===== src/rtl/mdu_sequencer_if.sv =====
`default_nettype none
// ============================================================================
//  Module      : mdu_sequencer_if
//  Description : Bus bundle for the RV32M multiply/divide sequencer. It groups
//                the execute-stage issue handshake, the M-ALU operand/result
//                path and the writeback retire handshake. Signal prefixes are
//                taken from the sequencer's point of view.
//  Revision    : 1.0 - initial release
// ============================================================================
interface mdu_sequencer_if;
  // Issue side (execute stage -> sequencer)
  logic        i_valid;
  logic        o_ready;
  logic [2:0]  i_op;
  logic [31:0] i_rs1;
  logic [31:0] i_rs2;
  logic [4:0]  i_rd;
  logic        i_flush;
  // M-ALU side
  logic [2:0]  o_alu_op;
  logic [31:0] o_alu_x;
  logic [31:0] o_alu_y;
  logic [31:0] i_alu_res;
  // Writeback side (sequencer -> writeback)
  logic        o_valid;
  logic        i_ready;
  logic [31:0] o_res;
  logic [4:0]  o_rd;
  logic        o_busy;

  // Sequencer view
  modport slave (
    input  i_valid, i_op, i_rs1, i_rs2, i_rd, i_flush, i_alu_res, i_ready,
    output o_ready, o_alu_op, o_alu_x, o_alu_y, o_valid, o_res, o_rd, o_busy
  );

  // Surrounding pipeline / M-ALU view
  modport master (
    output i_valid, i_op, i_rs1, i_rs2, i_rd, i_flush, i_alu_res, i_ready,
    input  o_ready, o_alu_op, o_alu_x, o_alu_y, o_valid, o_res, o_rd, o_busy
  );
endinterface
`default_nettype wire


===== src/rtl/mdu_sequencer.sv =====
`default_nettype none
// ============================================================================
//  Module      : mdu_sequencer
//  Description : Multi-cycle issue/retire controller for the RV32M M-ALU.
//                Accepts one M-op, holds registered operands on the
//                combinational M-ALU for MUL_CYCLES/DIV_CYCLES cycles, then
//                captures the result and offers it to writeback.
//  Options     : MDU_FAST_PATH_EN - divide-class ops with a zero divisor
//                spend a single EXEC cycle.
//  Revision    : 1.0 - initial release
// ============================================================================
module mdu_sequencer #(
  parameter int MUL_CYCLES = 2,
  parameter int DIV_CYCLES = 8
) (
  input  logic           i_clk,
  input  logic           i_rst,
  mdu_sequencer_if.slave bus
);

  localparam logic [1:0] c_IDLE = 2'd0;
  localparam logic [1:0] c_EXEC = 2'd1;
  localparam logic [1:0] c_DONE = 2'd2;

  // Counter preload is the cycle count minus one: cnt==0 marks the last EXEC cycle
  localparam logic [3:0] c_MUL_CNT = 4'(MUL_CYCLES - 1);
  localparam logic [3:0] c_DIV_CNT = 4'(DIV_CYCLES - 1);

  // Cycle counts must fit the 4-bit counter and be at least one cycle
  generate
    if (MUL_CYCLES < 1 || MUL_CYCLES > 15) begin : g_bad_mul_cycles
      $error("mdu_sequencer: MUL_CYCLES must be in 1..15");
    end
    if (DIV_CYCLES < 1 || DIV_CYCLES > 15) begin : g_bad_div_cycles
      $error("mdu_sequencer: DIV_CYCLES must be in 1..15");
    end
  endgenerate

  logic [1:0] r_state;
  logic [3:0] r_cnt;
  logic [4:0] r_rd;
  logic [3:0] w_cnt_load;
  logic       w_accept;

  // A new op is taken only in IDLE and never while a flush is being signalled
  always_comb begin
    w_accept = bus.i_valid && (r_state == c_IDLE) && !bus.i_flush;
  end

  // Select the EXEC length from the op class (op[2] set = divide/remainder)
  always_comb begin
    w_cnt_load = bus.i_op[2] ? c_DIV_CNT : c_MUL_CNT;
`ifdef MDU_FAST_PATH_EN
    // A zero divisor needs no iteration: the M-ALU result is already final
    if (bus.i_op[2] && (bus.i_rs2 == 32'd0)) begin
      w_cnt_load = 4'd0;
    end
`endif
  end

  // Handshake and status outputs decode directly from the state
  always_comb begin
    bus.o_ready = (r_state == c_IDLE);
    bus.o_valid = (r_state == c_DONE);
    bus.o_busy  = (r_state != c_IDLE);
  end

  // Main FSM: issue, count down the multicycle window, hold result until retired
  always_ff @(posedge i_clk) begin
    if (i_rst) begin
      r_state      <= c_IDLE;
      r_cnt        <= 4'd0;
      r_rd         <= 5'd0;
      bus.o_alu_op <= 3'd0;
      bus.o_alu_x  <= 32'd0;
      bus.o_alu_y  <= 32'd0;
      bus.o_res    <= 32'd0;
      bus.o_rd     <= 5'd0;
    end else if (bus.i_flush) begin
      // Flush overrides both an incoming op and a pending retire handshake
      r_state <= c_IDLE;
    end else begin
      case (r_state)
        c_IDLE: begin
          if (w_accept) begin
            bus.o_alu_op <= bus.i_op;
            bus.o_alu_x  <= bus.i_rs1;
            bus.o_alu_y  <= bus.i_rs2;
            r_rd         <= bus.i_rd;
            r_cnt        <= w_cnt_load;
            r_state      <= c_EXEC;
          end
        end
        c_EXEC: begin
          if (r_cnt == 4'd0) begin
            bus.o_res <= bus.i_alu_res;
            bus.o_rd  <= r_rd;
            r_state   <= c_DONE;
          end else begin
            r_cnt <= r_cnt - 4'd1;
          end
        end
        c_DONE: begin
          if (bus.i_ready) begin
            r_state <= c_IDLE;
          end
        end
        default: begin
          r_state <= c_IDLE;
        end
      endcase
    end
  end

endmodule
`default_nettype wire


===== src/flat_wrapper.sv =====
// flat-port wrapper written by rule: the top's interface ports become plain ports
module mdu_sequencer_flat 
#(
  parameter int MUL_CYCLES = 2,
  parameter int DIV_CYCLES = 8
)
  (i_clk, i_rst, bus_i_valid, bus_i_op, bus_i_rs1, bus_i_rs2, bus_i_rd, bus_i_flush, bus_i_alu_res, bus_i_ready, bus_o_ready, bus_o_alu_op, bus_o_alu_x, bus_o_alu_y, bus_o_valid, bus_o_res, bus_o_rd, bus_o_busy);
  mdu_sequencer_if bus_i ();
  input  logic i_clk;
  input  logic i_rst;
  input wire logic [$bits(bus_i.i_valid)-1:0] bus_i_valid;
  input wire logic [$bits(bus_i.i_op)-1:0] bus_i_op;
  input wire logic [$bits(bus_i.i_rs1)-1:0] bus_i_rs1;
  input wire logic [$bits(bus_i.i_rs2)-1:0] bus_i_rs2;
  input wire logic [$bits(bus_i.i_rd)-1:0] bus_i_rd;
  input wire logic [$bits(bus_i.i_flush)-1:0] bus_i_flush;
  input wire logic [$bits(bus_i.i_alu_res)-1:0] bus_i_alu_res;
  input wire logic [$bits(bus_i.i_ready)-1:0] bus_i_ready;
  output wire logic [$bits(bus_i.o_ready)-1:0] bus_o_ready;
  output wire logic [$bits(bus_i.o_alu_op)-1:0] bus_o_alu_op;
  output wire logic [$bits(bus_i.o_alu_x)-1:0] bus_o_alu_x;
  output wire logic [$bits(bus_i.o_alu_y)-1:0] bus_o_alu_y;
  output wire logic [$bits(bus_i.o_valid)-1:0] bus_o_valid;
  output wire logic [$bits(bus_i.o_res)-1:0] bus_o_res;
  output wire logic [$bits(bus_i.o_rd)-1:0] bus_o_rd;
  output wire logic [$bits(bus_i.o_busy)-1:0] bus_o_busy;
  assign bus_i.i_valid = bus_i_valid;
  assign bus_i.i_op = bus_i_op;
  assign bus_i.i_rs1 = bus_i_rs1;
  assign bus_i.i_rs2 = bus_i_rs2;
  assign bus_i.i_rd = bus_i_rd;
  assign bus_i.i_flush = bus_i_flush;
  assign bus_i.i_alu_res = bus_i_alu_res;
  assign bus_i.i_ready = bus_i_ready;
  assign bus_o_ready = bus_i.o_ready;
  assign bus_o_alu_op = bus_i.o_alu_op;
  assign bus_o_alu_x = bus_i.o_alu_x;
  assign bus_o_alu_y = bus_i.o_alu_y;
  assign bus_o_valid = bus_i.o_valid;
  assign bus_o_res = bus_i.o_res;
  assign bus_o_rd = bus_i.o_rd;
  assign bus_o_busy = bus_i.o_busy;
  mdu_sequencer #(.MUL_CYCLES(MUL_CYCLES), .DIV_CYCLES(DIV_CYCLES)) u_core (.i_clk(i_clk), .i_rst(i_rst), .bus(bus_i));
endmodule

===== config.mk =====
export PLATFORM = sky130hd
export DESIGN_NAME = mdu_sequencer_flat
export DESIGN_NICKNAME = d
export VERILOG_FILES = /design/src/rtl/mdu_sequencer_if.sv /design/src/rtl/mdu_sequencer.sv /design/src/flat_wrapper.sv
export SDC_FILE = /design/constraint.sdc
export NUM_CORES = 1
export LEC_CHECK = 0
export CAP_MARGIN = 10
export CELL_PAD_IN_SITES_DETAIL_PLACEMENT = 1
export CELL_PAD_IN_SITES_GLOBAL_PLACEMENT = 1
export CORE_MARGIN = 4
export CORE_UTILIZATION = 30
export CTS_CLUSTER_DIAMETER = 30
export CTS_CLUSTER_SIZE = 25
export DETAILED_ROUTE_END_ITERATION = 10
export PLACE_DENSITY = 0.95
export SYNTH_ARGS = -nofsm -noshare
export SYNTH_HDL_FRONTEND = slang
export SYNTH_SLANG_ARGS = --single-unit
export TNS_END_PERCENT = 30

===== constraint.sdc =====
create_clock -name i_clk -period 4 [get_ports i_clk]
set_input_delay 0.6 -clock i_clk [delete_from_list [all_inputs] [get_ports i_clk]]
set_output_delay 0.6 -clock i_clk [all_outputs]
set_load 0.01 [all_outputs]

After elaboration in Yosys (flattened, before gate mapping)
Index checks and enable logic that the tools add are counted.
{ "classes": {"div": 0, "mul": 0, "eq_ne": 6, "n_mux": 8, "magnitude_cmp": 0, "bitwise": 1, "n_shift": 0, "n_reduce_logical": 12, "addsub": 1} }
{ "op_table": {"columns": ["cell", "n"], "rows": [
  ["AND reduction 3 bit", 3],
  ["two-way mux 4 bit", 2],
  ["one-hot mux 4 bit (2 select lines)", 1],
  ["two-way mux 2 bit", 3],
  ["one-hot mux 2 bit (3 select lines)", 1],
  ["logical NOT 4 bit", 1],
  ["!= test 2 x 1 -> 1 bit, second input constant", 2],
  ["!= test 2 bit, second input constant", 2],
  ["AND reduction 4 bit", 1],
  ["nonzero test 2 bit", 2],
  ["subtractor 4 x 1 -> 4 bit, second input constant", 1],
  ["two-way mux 3 bit", 1],
  ["equality test 2 x 1 -> 1 bit, second input constant", 1],
  ["equality test 2 bit, second input constant", 1],
  ["logical AND 1 bit", 2],
  ["logical NOT 2 bit", 1],
  ["OR reduction 2 bit", 1],
  ["logical NOT 1 bit", 1],
  ["NOT 1 bit", 1]
]} }
{ "word_totals": {"regBits": 115, "mem_bits_rw": 0, "latch_bits": 0, "out_inout_bits": 107, "romBits": 0, "n_memories": 0, "wordCells": 36} }

Depth between registers and ports, before layout
{ "depth": {"ltp_word": 5, "mapped_depth": 8, "ltp_nobuf": 6} }

Least setup slack after synthesis
Ideal clock, no wire load.
{ "synth_timing": {"path_type": "input port to flip-flop", "start": "in i_rst", "end": "reg u_core.bus.o_res[16]", "n_path_buf": 3, "t_arrival_ns": 1.428, "slack_ns": 2.436, "setup_ns": 0.135, "stages": 4, "cell_sequence": "clkbuf_1 > clkbuf_1 > clkbuf_1 > a21oi_1"} }
{ "synth_rtl": {"columns": ["item", "line_no", "source"], "rows": [
  ["start, declared", "flat_wrapper.sv:10", "input logic i_rst;"],
  ["end signal, assigned", "mdu_sequencer.sv:96", "bus.o_res <= bus.i_alu_res;"],
  ["end, declared", "mdu_sequencer_if.sv:34", "output o_ready, o_alu_op, o_alu_x, o_alu_y, o_valid, o_res, o_rd, o_busy"]
]} }
No word-level cell between the ends.

Worst setup path after layout
{ "layout_timing": {"start": "reg u_core.r_state[0]", "end": "out bus_o_busy"} }
{ "layout_between": {"elab_chain_len": 1} }
{ "layout_rtl": {"columns": ["item", "line_no", "source"], "rows": [
  ["start, declared", "mdu_sequencer.sv:39", "logic [1:0] r_state;"],
  ["start signal, assigned", "mdu_sequencer.sv:71", "r_state <= c_IDLE;"],
  ["start signal, assigned", "mdu_sequencer.sv:81", "r_state <= c_IDLE;"],
  ["start signal, assigned", "mdu_sequencer.sv:98", "r_state <= c_DONE;"],
  ["nonzero test 2 bit", "mdu_sequencer.sv:65", "bus.o_busy = (r_state != c_IDLE);"],
  ["end, declared", "flat_wrapper.sv:26", "output wire logic [$bits(bus_i.o_busy)-1:0] bus_o_busy;"]
]} }
Every way passes these cells.

==> out/metrics.yaml <==
grt_use_met3_pct: 8.07
slew_headroom_pct: 40.3
fin_crit_ns: 2.40
clock_sinks: 115
synth_top_area_share_pct: 54.8
ios: 216
fmaxAchievable_mhz: 417
reg2reg_slack_ns: 1.81
synth_cells: 518
num_vias: 4285
wirelength_um: 15000
n_antenna_cell: 0
cts_buffer_depth: 2
cp_slowest_cell: "dfxtp_1"
start_kind: "flip-flop"
synth_area_mm2: 0.00420
finalHoldViolations: 0
vdd_ir_drop_max_mv: 0.250
seq_area_frac_synth_pct: 54.8
drt_pass1_iterations: 4
multi_input_area_mm2: 0.00165
cp_num_buf_inv: 2
track_usage_pct: 19.0
fin_skew_ns: 0.0102
post-cts-setup-buffers: 0
grt_pass1_wl_um: 24300
setup_viol: 0
p_clk_share_pct: 51.8
synth_ff_type: "dfxtp_1"
reg2regPathDepth: 6
worstSetupPathType: "reg -> out"
period_share_pct: 59.9
yosys.area.top_type: "dfxtp_1"
dieArea_mm2: 0.0160
switching_power_mw: 0.695
crit_required_ns: 3.40
cp_num_cells: 3
cts-root-buf: "clkbuf_16"
p_leak_nw: 2.50
crit_chain: "nor2_1, inv_1, clkdlybuf4s50_1"
cp-end-kind: "output pin"
drt-initial-drc-count: 118
drive_gt1_share_pct: 7.49
gp_congestion: 0.823
crit_fanout: 14
postRouteAntennaNets: 0
cellPowerDensity_mw_per_mm2: 463
grt_util_met2_pct: 34.4
port_buffers: 215
cts_made_buffers: 17
worstMarginPinSlew_ns: 0.895
yosys.cell_types.count: 33
p_comb_share_pct: 10.9
synth_warnings: 0
die_h_um: 126
cts_tree: "done"
core-area_mm2: 0.0135
grt_use_met1_pct: 19.1
crit_path_start: "u_core.r_state[0]"
hold_class: "reg -> reg"
antenna_found_initial: 0
num_rows: 42
first_global_vias: 4779
async_flop_share_pct: 0
crit_arrival_ns: 1.80
worst_r2r_endpoint: "u_core.bus.o_res[15]"
max_stage_delay_ns: 0.61
synthToLayoutAreaGrowth_pct: 68.1
reg2reg_from: "u_core.r_cnt[0]"
fin_util_pct: 52.5
num-nets-final: 831
max_cap_violations: 0
maxSlewViolCount: 0
overflow: 0
rsz0062_at_grt: "no"
place_hpwl_um: 10900
synth.avg_cell_area_um2: 8.11
num-fill-cells: 1563
start_util_pct: 31.2
pwr-share-seq_pct: 37.3
post_drt_wl_per_cell_um: 16.5
htree_levels: 4
die_x_um: 126
critPathTopFamily: "buffers and inverters"
grt.busiest_layer: "met2"
finalSetupTns_ns: 0
p_int_mw: 2.58
regArea_mm2: 0.00230
grt_max_degree: 80
avgViaCountPerCell: 4.71
yosys-top-cells-area: "dfxtp_1 (55%), nand2_1 (20%), a21oi_1 (12%)"
drc: 0
clk_pin_slew_ns: 0.05
syn_nets: 628
netSwitchingFraction_pct: 21.2
critical_path.endpoint: "bus_o_busy"
outcome: "finished, final reports clean"
holdBufCountCts: 0
synth_edf_count: 0
ys_ff_latch: 115
postCtsResizedCells: 0
clkLatencyLatePin_ns: 0.41
## power by group through the flow
| stage | logic [mW] | clock network, mW | registers [mW] |
|---|---|---|---|
| after floorplan | 0.125 | 0 | 1.26 |
| after global placement | 0.345 | 0 | 1.24 |
| after detailed placement | 0.361 | 0 | 1.24 |
| after CTS | 0.364 | 1.73 | 1.22 |
| after global routing | 0.389 | 1.79 | 1.22 |
| final | 0.358 | 1.69 | 1.22 |
## layer usage
metal / up-vias / wire, µm
met5: - / 0
met4: 0 / 400
met3: 31 / 1320
met2: 165 / 7680
met1: 2009 / 5610
li1: 2080 / -
## synthesized netlist by cell type, types with 2 or more instances
cell type / n
dfxtp_1: 115
clkbuf_1: 12
buf_8: 2
nand2_1: 220
o21ai_0: 2
nor2b_1: 3
a21oi_2: 12
nand4_1: 2
buf_4: 8
a21oi_1: 98
a31oi_1: 2
inv_1: 5
buf_2: 13
nor2_1: 4
mux2i_1: 2
## placed cells by master (no fill, tap or decap), types with 3 or more instances in the layout
| cell type | synthesis | layout |
|---|---|---|
| a21oi_2 | 12 | 12 |
| dfxtp_1 | 115 | 115 |
| buf_4 | 8 | 7 |
| clkdlybuf4s50_1 | 0 | 214 |
| inv_1 | 5 | 5 |
| bufinv_16 | 0 | 5 |
| a21oi_1 | 98 | 98 |
| clkbuf_8 | 0 | 5 |
| nor2b_1 | 3 | 3 |
| clkbuf_16 | 0 | 17 |
| clkinv_2 | 0 | 3 |
| nor2_1 | 4 | 4 |
| nand2_1 | 220 | 220 |
## state kept, by name, indices dropped and copies added (netlist names)
signal,count
u_core.bus.o_alu_op,3
u_core.r_state,2
u_core.r_cnt,4
u_core.bus.o_res,32
u_core.bus.o_rd,5
u_core.bus.o_alu_x,32
u_core.bus.o_alu_y,32
u_core.r_rd,5
## cell type report
cell class	instances	share of cell area, %
Clock buffer	23	7.05
Clock inverter	9	2.45
Inverter	5	0.266
Multi-Input combinational cell	361	23.4
Sequential cell	115	32.6
Tap cell	176	3.12
Timing Repair Buffer	221	31.1
## worst min path at each step
stage	end	start	cells past startpoint	slack (ns)
after floorplan	u_core.bus.o_rd[4]	u_core.r_rd[4]	2	0.43
after global placement	u_core.bus.o_res[4]	u_core.bus.o_res[4]	2	0.44
after detailed placement	u_core.bus.o_res[3]	u_core.bus.o_res[3]	2	0.45
after CTS	u_core.bus.o_res[3]	u_core.bus.o_res[3]	2	0.45
after global routing	u_core.bus.o_res[16]	u_core.bus.o_res[16]	2	0.47
final	u_core.bus.o_res[16]	u_core.bus.o_res[16]	2	0.45
## cell families after synthesis
family	after synthesis	synth area share, %
compound gates	117	15.5
buf+inv	42	5.96
simple gates	240	22.8
flops	115	54.8
xor+xnor	1	0.209
fa+ha+maj	1	0.298
mux	2	0.477
## worst register-to-register path: stages (launching register included)
cell	delay, ns
dfxtp_1	0.33
inv_1	0.08
ha_1	0.19
nor3b_2	0.32
nand3_2	0.64
nand2_1	0.34
a21oi_1	0.12
## through the flow
stage	setup slack [ns]	hold WS, ns	total power, mW	cells	instance area [µm²]
finish	1.60	0.452	3.27	910	7060
global route	1.52	0.466	3.40	910	7060
CTS	1.58	0.454	3.31	910	7060
detailed placement	1.36	0.447	1.60	878	6390
global placement	1.49	0.440	1.58	878	6390
floorplan	2.44	0.432	1.38	518	4200
No activity file was read; power rests on OpenSTA's default activity.
